**src/rtl/ram_wr_sched_if.sv**
```systemverilog
// Bundle of requester-side handshake and RAM write-port signals for ram_wr_sched.
// The scheduler is the slave; requesters and the RAM side together form the master.
interface ram_wr_sched_if #(
  parameter int SZ    = 2,
  parameter int DW    = 32,
  parameter int RQCNT = 4
);
  localparam int AW = (SZ > 1) ? $clog2(SZ) : 1;

  logic                  busy_o;
  logic [RQCNT-1:0]      req_i;
  logic [RQCNT*AW-1:0]   addr_i;
  logic [RQCNT*DW-1:0]   data_i;
  logic [RQCNT-1:0]      ack_o;
  logic                  we_o;
  logic [AW-1:0]         addr_o;
  logic [DW-1:0]         data_o;

  modport master (
    input  busy_o, ack_o, we_o, addr_o, data_o,
    output req_i, addr_i, data_i
  );

  modport slave (
    input  req_i, addr_i, data_i,
    output busy_o, ack_o, we_o, addr_o, data_o
  );
endinterface

```
**src/rtl/ram_wr_sched.sv**
```systemverilog
// Round-robin scheduler for the single write port of a multi-read-port RAM.
// Define RAM_WR_SCHED_CLR_EN to build the post-reset clear sequencer (writes INITVAL to every word).
//
// state | meaning
// CLR   | clear sequencer walking addresses 0..SZ-1, no grants
// RUN   | round-robin arbitration of requesters onto the write port
module ram_wr_sched #(
  parameter int            SZ      = 2,
  parameter int            DW      = 32,
  parameter int            RQCNT   = 4,
  parameter logic [DW-1:0] INITVAL = '0
) (
  input  logic           clk_i,
  input  logic           rst_i,
  ram_wr_sched_if.slave  bus
);
  localparam int AW = (SZ > 1) ? $clog2(SZ) : 1;
  localparam int PW = $clog2(RQCNT);

  logic [PW-1:0] ptr;
  logic [PW-1:0] win;
  logic [PW-1:0] idx;
  logic          found;
  logic          grant;
  logic          run;
  logic          we_r;
  logic [AW-1:0] addr_r;
  logic [DW-1:0] data_r;

`ifdef RAM_WR_SCHED_CLR_EN
  localparam int CW = $clog2(SZ) + 1;

  typedef enum logic {CLR, RUN} state_t;
  state_t        state;
  logic [CW-1:0] cnt;

  assign run        = (state == RUN);
  assign bus.busy_o = (state == CLR);
`else
  logic unused_initval;

  assign run            = 1'b1;
  assign bus.busy_o     = 1'b0;
  assign unused_initval = ^INITVAL;
`endif

  // Search starts one past the last winner and wraps, so a repeat winner waits for everyone else.
  always_comb begin
    win   = '0;
    idx   = '0;
    found = 1'b0;
    for (int i = 1; i <= RQCNT; i++) begin
      idx = PW'((int'(ptr) + i) % RQCNT);
      if (!found && bus.req_i[idx]) begin
        found = 1'b1;
        win   = idx;
      end
    end
  end

  assign grant      = found & run;
  assign bus.ack_o  = grant ? (RQCNT'(1) << win) : '0;
  assign bus.we_o   = we_r;
  assign bus.addr_o = addr_r;
  assign bus.data_o = data_r;

  always_ff @(posedge clk_i) begin
    if (!rst_i) begin
`ifdef RAM_WR_SCHED_CLR_EN
      state <= CLR;
      cnt   <= '0;
`endif
      ptr    <= PW'(RQCNT - 1);
      we_r   <= 1'b0;
      addr_r <= '0;
      data_r <= '0;
    end
`ifdef RAM_WR_SCHED_CLR_EN
    else if (state == CLR) begin
      we_r   <= 1'b1;
      addr_r <= cnt[AW-1:0];
      data_r <= INITVAL;
      cnt    <= cnt + CW'(1);
      if (cnt == CW'(SZ - 1))
        state <= RUN;
    end
`endif
    else if (grant) begin
      we_r   <= 1'b1;
      addr_r <= bus.addr_i[int'(win)*AW +: AW];
      data_r <= bus.data_i[int'(win)*DW +: DW];
      ptr    <= win;
    end else begin
      we_r <= 1'b0;
    end
  end
endmodule

```
**src/flat_wrapper.sv**
```systemverilog
// flat-port wrapper written by rule: the top's interface ports become plain ports
module ram_wr_sched_flat 
#(
  parameter int            SZ      = 2,
  parameter int            DW      = 32,
  parameter int            RQCNT   = 4,
  parameter logic [DW-1:0] INITVAL = '0
)
  (clk_i, rst_i, bus_req_i, bus_addr_i, bus_data_i, bus_busy_o, bus_ack_o, bus_we_o, bus_addr_o, bus_data_o);
  ram_wr_sched_if #(.SZ(SZ), .DW(DW), .RQCNT(RQCNT)) bus_i ();
  input  logic clk_i;
  input  logic rst_i;
  input wire logic [$bits(bus_i.req_i)-1:0] bus_req_i;
  input wire logic [$bits(bus_i.addr_i)-1:0] bus_addr_i;
  input wire logic [$bits(bus_i.data_i)-1:0] bus_data_i;
  output wire logic [$bits(bus_i.busy_o)-1:0] bus_busy_o;
  output wire logic [$bits(bus_i.ack_o)-1:0] bus_ack_o;
  output wire logic [$bits(bus_i.we_o)-1:0] bus_we_o;
  output wire logic [$bits(bus_i.addr_o)-1:0] bus_addr_o;
  output wire logic [$bits(bus_i.data_o)-1:0] bus_data_o;
  assign bus_i.req_i = bus_req_i;
  assign bus_i.addr_i = bus_addr_i;
  assign bus_i.data_i = bus_data_i;
  assign bus_busy_o = bus_i.busy_o;
  assign bus_ack_o = bus_i.ack_o;
  assign bus_we_o = bus_i.we_o;
  assign bus_addr_o = bus_i.addr_o;
  assign bus_data_o = bus_i.data_o;
  ram_wr_sched #(.SZ(SZ), .DW(DW), .RQCNT(RQCNT), .INITVAL(INITVAL)) u_core (.clk_i(clk_i), .rst_i(rst_i), .bus(bus_i));
endmodule
```
**config.mk**
```make
export PLATFORM = sky130hd
export DESIGN_NAME = ram_wr_sched_flat
export DESIGN_NICKNAME = d
export VERILOG_FILES = /design/src/rtl/ram_wr_sched_if.sv /design/src/rtl/ram_wr_sched.sv /design/src/flat_wrapper.sv
export SDC_FILE = /design/constraint.sdc
export NUM_CORES = 1
export LEC_CHECK = 0
export CAP_MARGIN = 40
export CELL_PAD_IN_SITES_DETAIL_PLACEMENT = 1
export CELL_PAD_IN_SITES_GLOBAL_PLACEMENT = 2
export CORE_ASPECT_RATIO = 0.5
export CORE_MARGIN = 4
export CORE_UTILIZATION = 17
export DETAILED_ROUTE_END_ITERATION = 8
export PLACE_DENSITY = 0.9
export SKIP_CTS_REPAIR_TIMING = 1
export SLEW_MARGIN = 10
export SYNTH_ARGS = -nofsm -noshare
export SYNTH_HDL_FRONTEND = slang
export SYNTH_SLANG_ARGS = --single-unit
```
**constraint.sdc**
```tcl
create_clock -name clk_i -period 1.95 [get_ports clk_i]
set_input_delay 0.195 -clock clk_i [delete_from_list [all_inputs] [get_ports clk_i]]
set_output_delay 0.195 -clock clk_i [all_outputs]
set_load 0.02 [all_outputs]
```
; Word-level counts from Yosys, hierarchy flattened
; Index checks and enable logic that the tools add are counted.
[word_totals]
in_bits = 138
regBits = 36
word_cells = 39
output_inout_bits = 39
[classes]
n_reduce_logical = 6
mux = 18
add_sub_neg = 4
shift = 3
order_cmp = 4
[ops]
columns = op, n
row1 = $shiftx A128 B8 Y32, 1
row2 = $lt A2 B3 Y1 const B, 4
row3 = $mux W1, 9
row4 = $bmux W1 S2, 4
row5 = $mux W2, 4
row6 = $add A2 B1 Y2 const B, 2
row7 = $add A2 B2 Y2 const B, 2
row8 = $mux W4, 1
row9 = $shiftx A4 B3 Y1, 1
row10 = $shl A1 B2 Y4 const A, 1
row11 = $logic_and A1 B1 Y1, 3
row12 = $logic_not A1 Y1, 3

; Longest topological paths before layout
[depth]
ltp_word = 15
ltp_mapped = 7
mapped_depth_nobuf = 5

; Least setup slack after synthesis
; No wires, ideal clock.
[synth_path]
kind = reg2out
start = reg u_core.ptr[1]
end = out bus_ack_o[3]
required_time_ns = 1.755
n_path_buf = 2
path_stages_with_launch = 7
slack_ns = 0.268
arrival_ns = 1.487
path_cell_list = dfxtp_1 -> nand2b_1 -> a21o_2 -> and3_4 -> buf_8 -> buf_8 -> nor2_1
[synth_via]
elab_chain_len = 15
elab_cells_between_ends = 28
cone_classes = add/sub: 4 / shift: 1 / mux: 17 / reduce/logical: 6
[synth_lines]
columns = item, line_no
row1 = from (decl), ram_wr_sched.sv:20  ; logic [PW-1:0] ptr;
row2 = from (signal assigned), ram_wr_sched.sv:73  ; ptr <= PW'(RQCNT - 1);
row3 = from (signal assigned), ram_wr_sched.sv:92  ; ptr <= win;
row4 = $add A2 B1 Y2, ram_wr_sched.sv:53  ; idx = PW'((int'(ptr) + i) % RQCNT);
row5 = $bmux W1 S2, ram_wr_sched.sv:54  ; if (!found && bus.req_i[idx]) begin
row6 = $mux W1 (not written as such), ram_wr_sched.sv:54
row7 = $mux W1, ram_wr_sched.sv:54
row8 = $logic_not A1 Y1, ram_wr_sched.sv:54
row9 = $logic_and A1 B1 Y1, ram_wr_sched.sv:54
row10 = $mux W1, ram_wr_sched.sv:54
row11 = $logic_not A1 Y1, ram_wr_sched.sv:54
row12 = $logic_and A1 B1 Y1, ram_wr_sched.sv:54
row13 = $mux W1, ram_wr_sched.sv:54
row14 = $logic_not A1 Y1, ram_wr_sched.sv:54
row15 = $logic_and A1 B1 Y1, ram_wr_sched.sv:54
row16 = $mux W2, ram_wr_sched.sv:54
row17 = $shl A1 B2 Y4, ram_wr_sched.sv:62  ; assign bus.ack_o = grant ? (RQCNT'(1) << win) : '0;
row18 = $mux W4 *, ram_wr_sched.sv:62
row19 = to (decl), flat_wrapper.sv:17  ; output wire logic [$bits(bus_i.ack_o)-1:0] bus_ack_o;
; Mark *: on every way between the ends. The rest lies on a longest branch, timed or not. The select of a mux whose other input is x is not followed.

; Worst setup path after layout
[layout_path]
start = in bus_req_i[1]
end = out bus_ack_o[1]
[layout_via]
elab_chain_len = 14
elab_cells_between_ends = 24
cone_classes = shift: 1 / mux: 17 / reduce/logical: 6
[layout_lines]
columns = item, line_no
row1 = from (decl), flat_wrapper.sv:13  ; input wire logic [$bits(bus_i.req_i)-1:0] bus_req_i;
row2 = $bmux W1 S2, ram_wr_sched.sv:54
row3 = $mux W1 (not written as such), ram_wr_sched.sv:54
row4 = $mux W1, ram_wr_sched.sv:54
row5 = $logic_not A1 Y1, ram_wr_sched.sv:54
row6 = $logic_and A1 B1 Y1, ram_wr_sched.sv:54
row7 = $mux W1, ram_wr_sched.sv:54
row8 = $logic_not A1 Y1, ram_wr_sched.sv:54
row9 = $logic_and A1 B1 Y1, ram_wr_sched.sv:54
row10 = $mux W1, ram_wr_sched.sv:54
row11 = $logic_not A1 Y1, ram_wr_sched.sv:54
row12 = $logic_and A1 B1 Y1, ram_wr_sched.sv:54
row13 = $mux W2, ram_wr_sched.sv:54
row14 = $shl A1 B2 Y4, ram_wr_sched.sv:62
row15 = $mux W4 *, ram_wr_sched.sv:62
; Marks and branches as above.

==> results.txt <==
outcome: finished clean
flop2flop setup slack: 0.20 ns
final core occ: 34.8%
gr busiest metal: met2
HP Class: input port to register
Initial DRT Pass Iterations: 4
Nets: 569
CTS tree: done
M3 GR Usage: 1.88%
Synth top area share: 30.9%
asr flop ratio synth: 0%
met1 usage: 16.5%
peak supply drop: 311 uV
Iter 0 DRT Violations: 103
critical path, cell by cell: clkdlybuf4s50_1 > buf_4 > o21ai_1 > a21boi_1 > a311o_1 > and2_1 > buf_2
cell area after synthesis: 2330 um^2
final-report hold violation count: 0
Max clock buf depth: 2
initial antenna violation count: 0
Worst Hold Slack: 0.439 ns
Syn Inst Count: 261
Placed Cells: 594
post-synth top area cell: dfxtp_1
final setup vio count: 0
post-synthesis xor/xnor area fraction: 0%
layout cells sized above 1: 10.6%
drt drc: 0
register bit count reported by yosys: 36
ys flop type: dfxtp_1
mux cell area share after synthesis: 14.2%
Power Total: 0.00319 W
critical path capture point type: output pin
met2 Use GR: 28.4%
r2r endpoint: u_core.bus.data_o[29]$_SDFFE_PN0P_
CTS HTree Levels: 2
die width: 174 um
start point of the worst hold path: bus_req_i[3]
count of cell types in the netlist: 31
Die Height: 90.8 um
Setup WS post-layout: 0.0674 ns
syn_nets: 399
vias in the first global route: 2,944
die area: 15,800 um^2
achievable frequency: 0.531 GHz
ant diodes: 0
Clock transition at path regs: 0.05 ns
Port Buffer Count: 175
Vias/cell: 4.66
Max FO, Critical Path: 5
sequential-to-total area share from yosys stat: 30.9%
Critical Path RT: 1.75 ns
GRT Util Overall: 14.5%
Worst EP arrival: 1.69 ns
largest net degree at the start of global routing: 37
sum of buffers and inverters on the critical path: 3
CP delay by family, top: buffers and inverters
area share of fa/ha/maj cells after synthesis: 0%
Worst R2R Start: u_core.ptr[1]$_SDFFE_PN1P_
clock sinks: 36
main area contributors after synthesis: dfxtp_1 (31%), mux2i_1 (14%), a221oi_1 (12%)
Max Slew Vio Count: 0
placer congestion estimate: 0.817
worst skew pair latency: 0.29 ns
Yosys warnings: 0
max incr delay on CP: 0.43 ns
FF-to-FF path depth: 6
pwr dens: 704 nW/um^2
HPWL after DPL: 9090 um
Setup WS pre-CTS: -0.449 ns
wire per inst: 19.8 um
min cycle time layout: 1.88 ns
Simple-Gate Fraction of Synth Area: 13.4%
Final period util: 96.5%
first-pass GRT wire length: 18,000 um
Rows: 29
critical path class: input port to output pin
Congestion Overflow GR: 0
max_cap viols: 0
EDFF count, synth: 0
Mapped Avg Cell Area: 8.94 um^2
final WL: 11,900 um
core region area: 13,000 um^2
Leak: 1.78 nW
total CTS buffers: 5
Endpoint, Worst Hold: u_core.bus.we_o$_SDFF_PN0_
Commonest cells post-synth: dfxtp_1 (36), o21ai_0 (34)
RSZ-0062 raised after global routing: yes
CTS root buffer: clkbuf_16
clk_skew: 0.00720 ns
top-count cell post-synth: dfxtp_1
IO Pins: 177
Final ANT Viol Nets: 0
slowest CP cell: clkdlybuf4s50_1
detailed-route via count: 2,807
Initial Util: 17.9%
Hold Path Depth: 3
CP startpoint kind: input port
Compound-Gate Fraction of Synth Area: 33.6%
Area Growth Syn to Fin: 94.3%
largest family of logic cells by synthesized area: compound AO/OA/AOI/OAI gates
non-filler instance count after layout: 602
cell usage in the layout, fill, tap and decap left out, drive strengths merged, types with 2 or more instances in the layout:
cell	count
dfxtp	36
buf	21
a221oi	33
a211oi	33
clkbuf	8
and2	2
nor2	4
nand2b	3
nor2b	2
o21ai	34
nand3	2
clkdlybuf4s50	170
mux2i	33
and3	34
nand2	4
a21boi	2
worst max-delay path by stage:
stage / cells past startpoint / startpoint / endpoint / slack (ns)
2_1_floorplan: 6 / u_core.ptr[1]$_SDFFE_PN1P_ / bus_ack_o[3] / 0.27
3_3_place_gp: 6 / bus_req_i[3] / bus_ack_o[0] / -0.32
3_5_place_dp: 6 / bus_req_i[3] / bus_ack_o[0] / -0.45
4_1_cts: 6 / bus_req_i[3] / bus_ack_o[0] / -0.46
5_1_grt: 7 / bus_req_i[1] / bus_ack_o[1] / -0.005
6_report: 7 / bus_req_i[1] / bus_ack_o[1] / 0.07
flip-flops by register name (all words and copies together), names as in the netlist:
register	flops
u_core.bus.addr_o	1
u_core.bus.we_o	1
u_core.bus.data_o	32
u_core.ptr	2
final cells by class:
type	count	area (um^2)
Sequential cell	36	722
Multi-Input combinational cell	194	1510
Clock inverter	1	30.0
Inverter	1	3.75
Clock buffer	7	153
Fill cell	1462	8490
Timing Repair Buffer	193	1900
Tap cell	170	213
worst min-delay path, stage by stage:
cell	delay, ns
dlymetal6s2s_1	0.25
nor4_1	0.14
nor2b_1	0.10
report_power, final:
group	internal, W	switching [W]	leakage, nW	total [W]
logic	0.000683	0.000625	1.39	0.00131
registers	0.000841	0.0000514	0.301	0.000892
clock network	0.000673	0.000321	0.0901	0.000994
total	0.00220	0.000997	1.78	0.00319
metal layers:
layer	routed length, um	up-vias
met5	0	-
met4	189	0
met3	250	14
met2	6780	33
met1	4670	1376
li1	-	1384
cells by family after synthesis:
kind of cell	after synthesis
other	1
multiplexers	33
buffers and inverters	31
flip-flops	36
AND/OR/NAND/NOR	52
AO/OA/AOI/OAI	108
stage by stage:
stage	setup TNS, ns	instance area [um^2]
2_1_floorplan	0	2330
3_3_place_gp	-6.29	4290
3_5_place_dp	-8.94	4290
4_1_cts	-1.47	4470
5_1_grt	-0.00853	4530
6_report	0	4530
(Power assumes the default switching activity.)
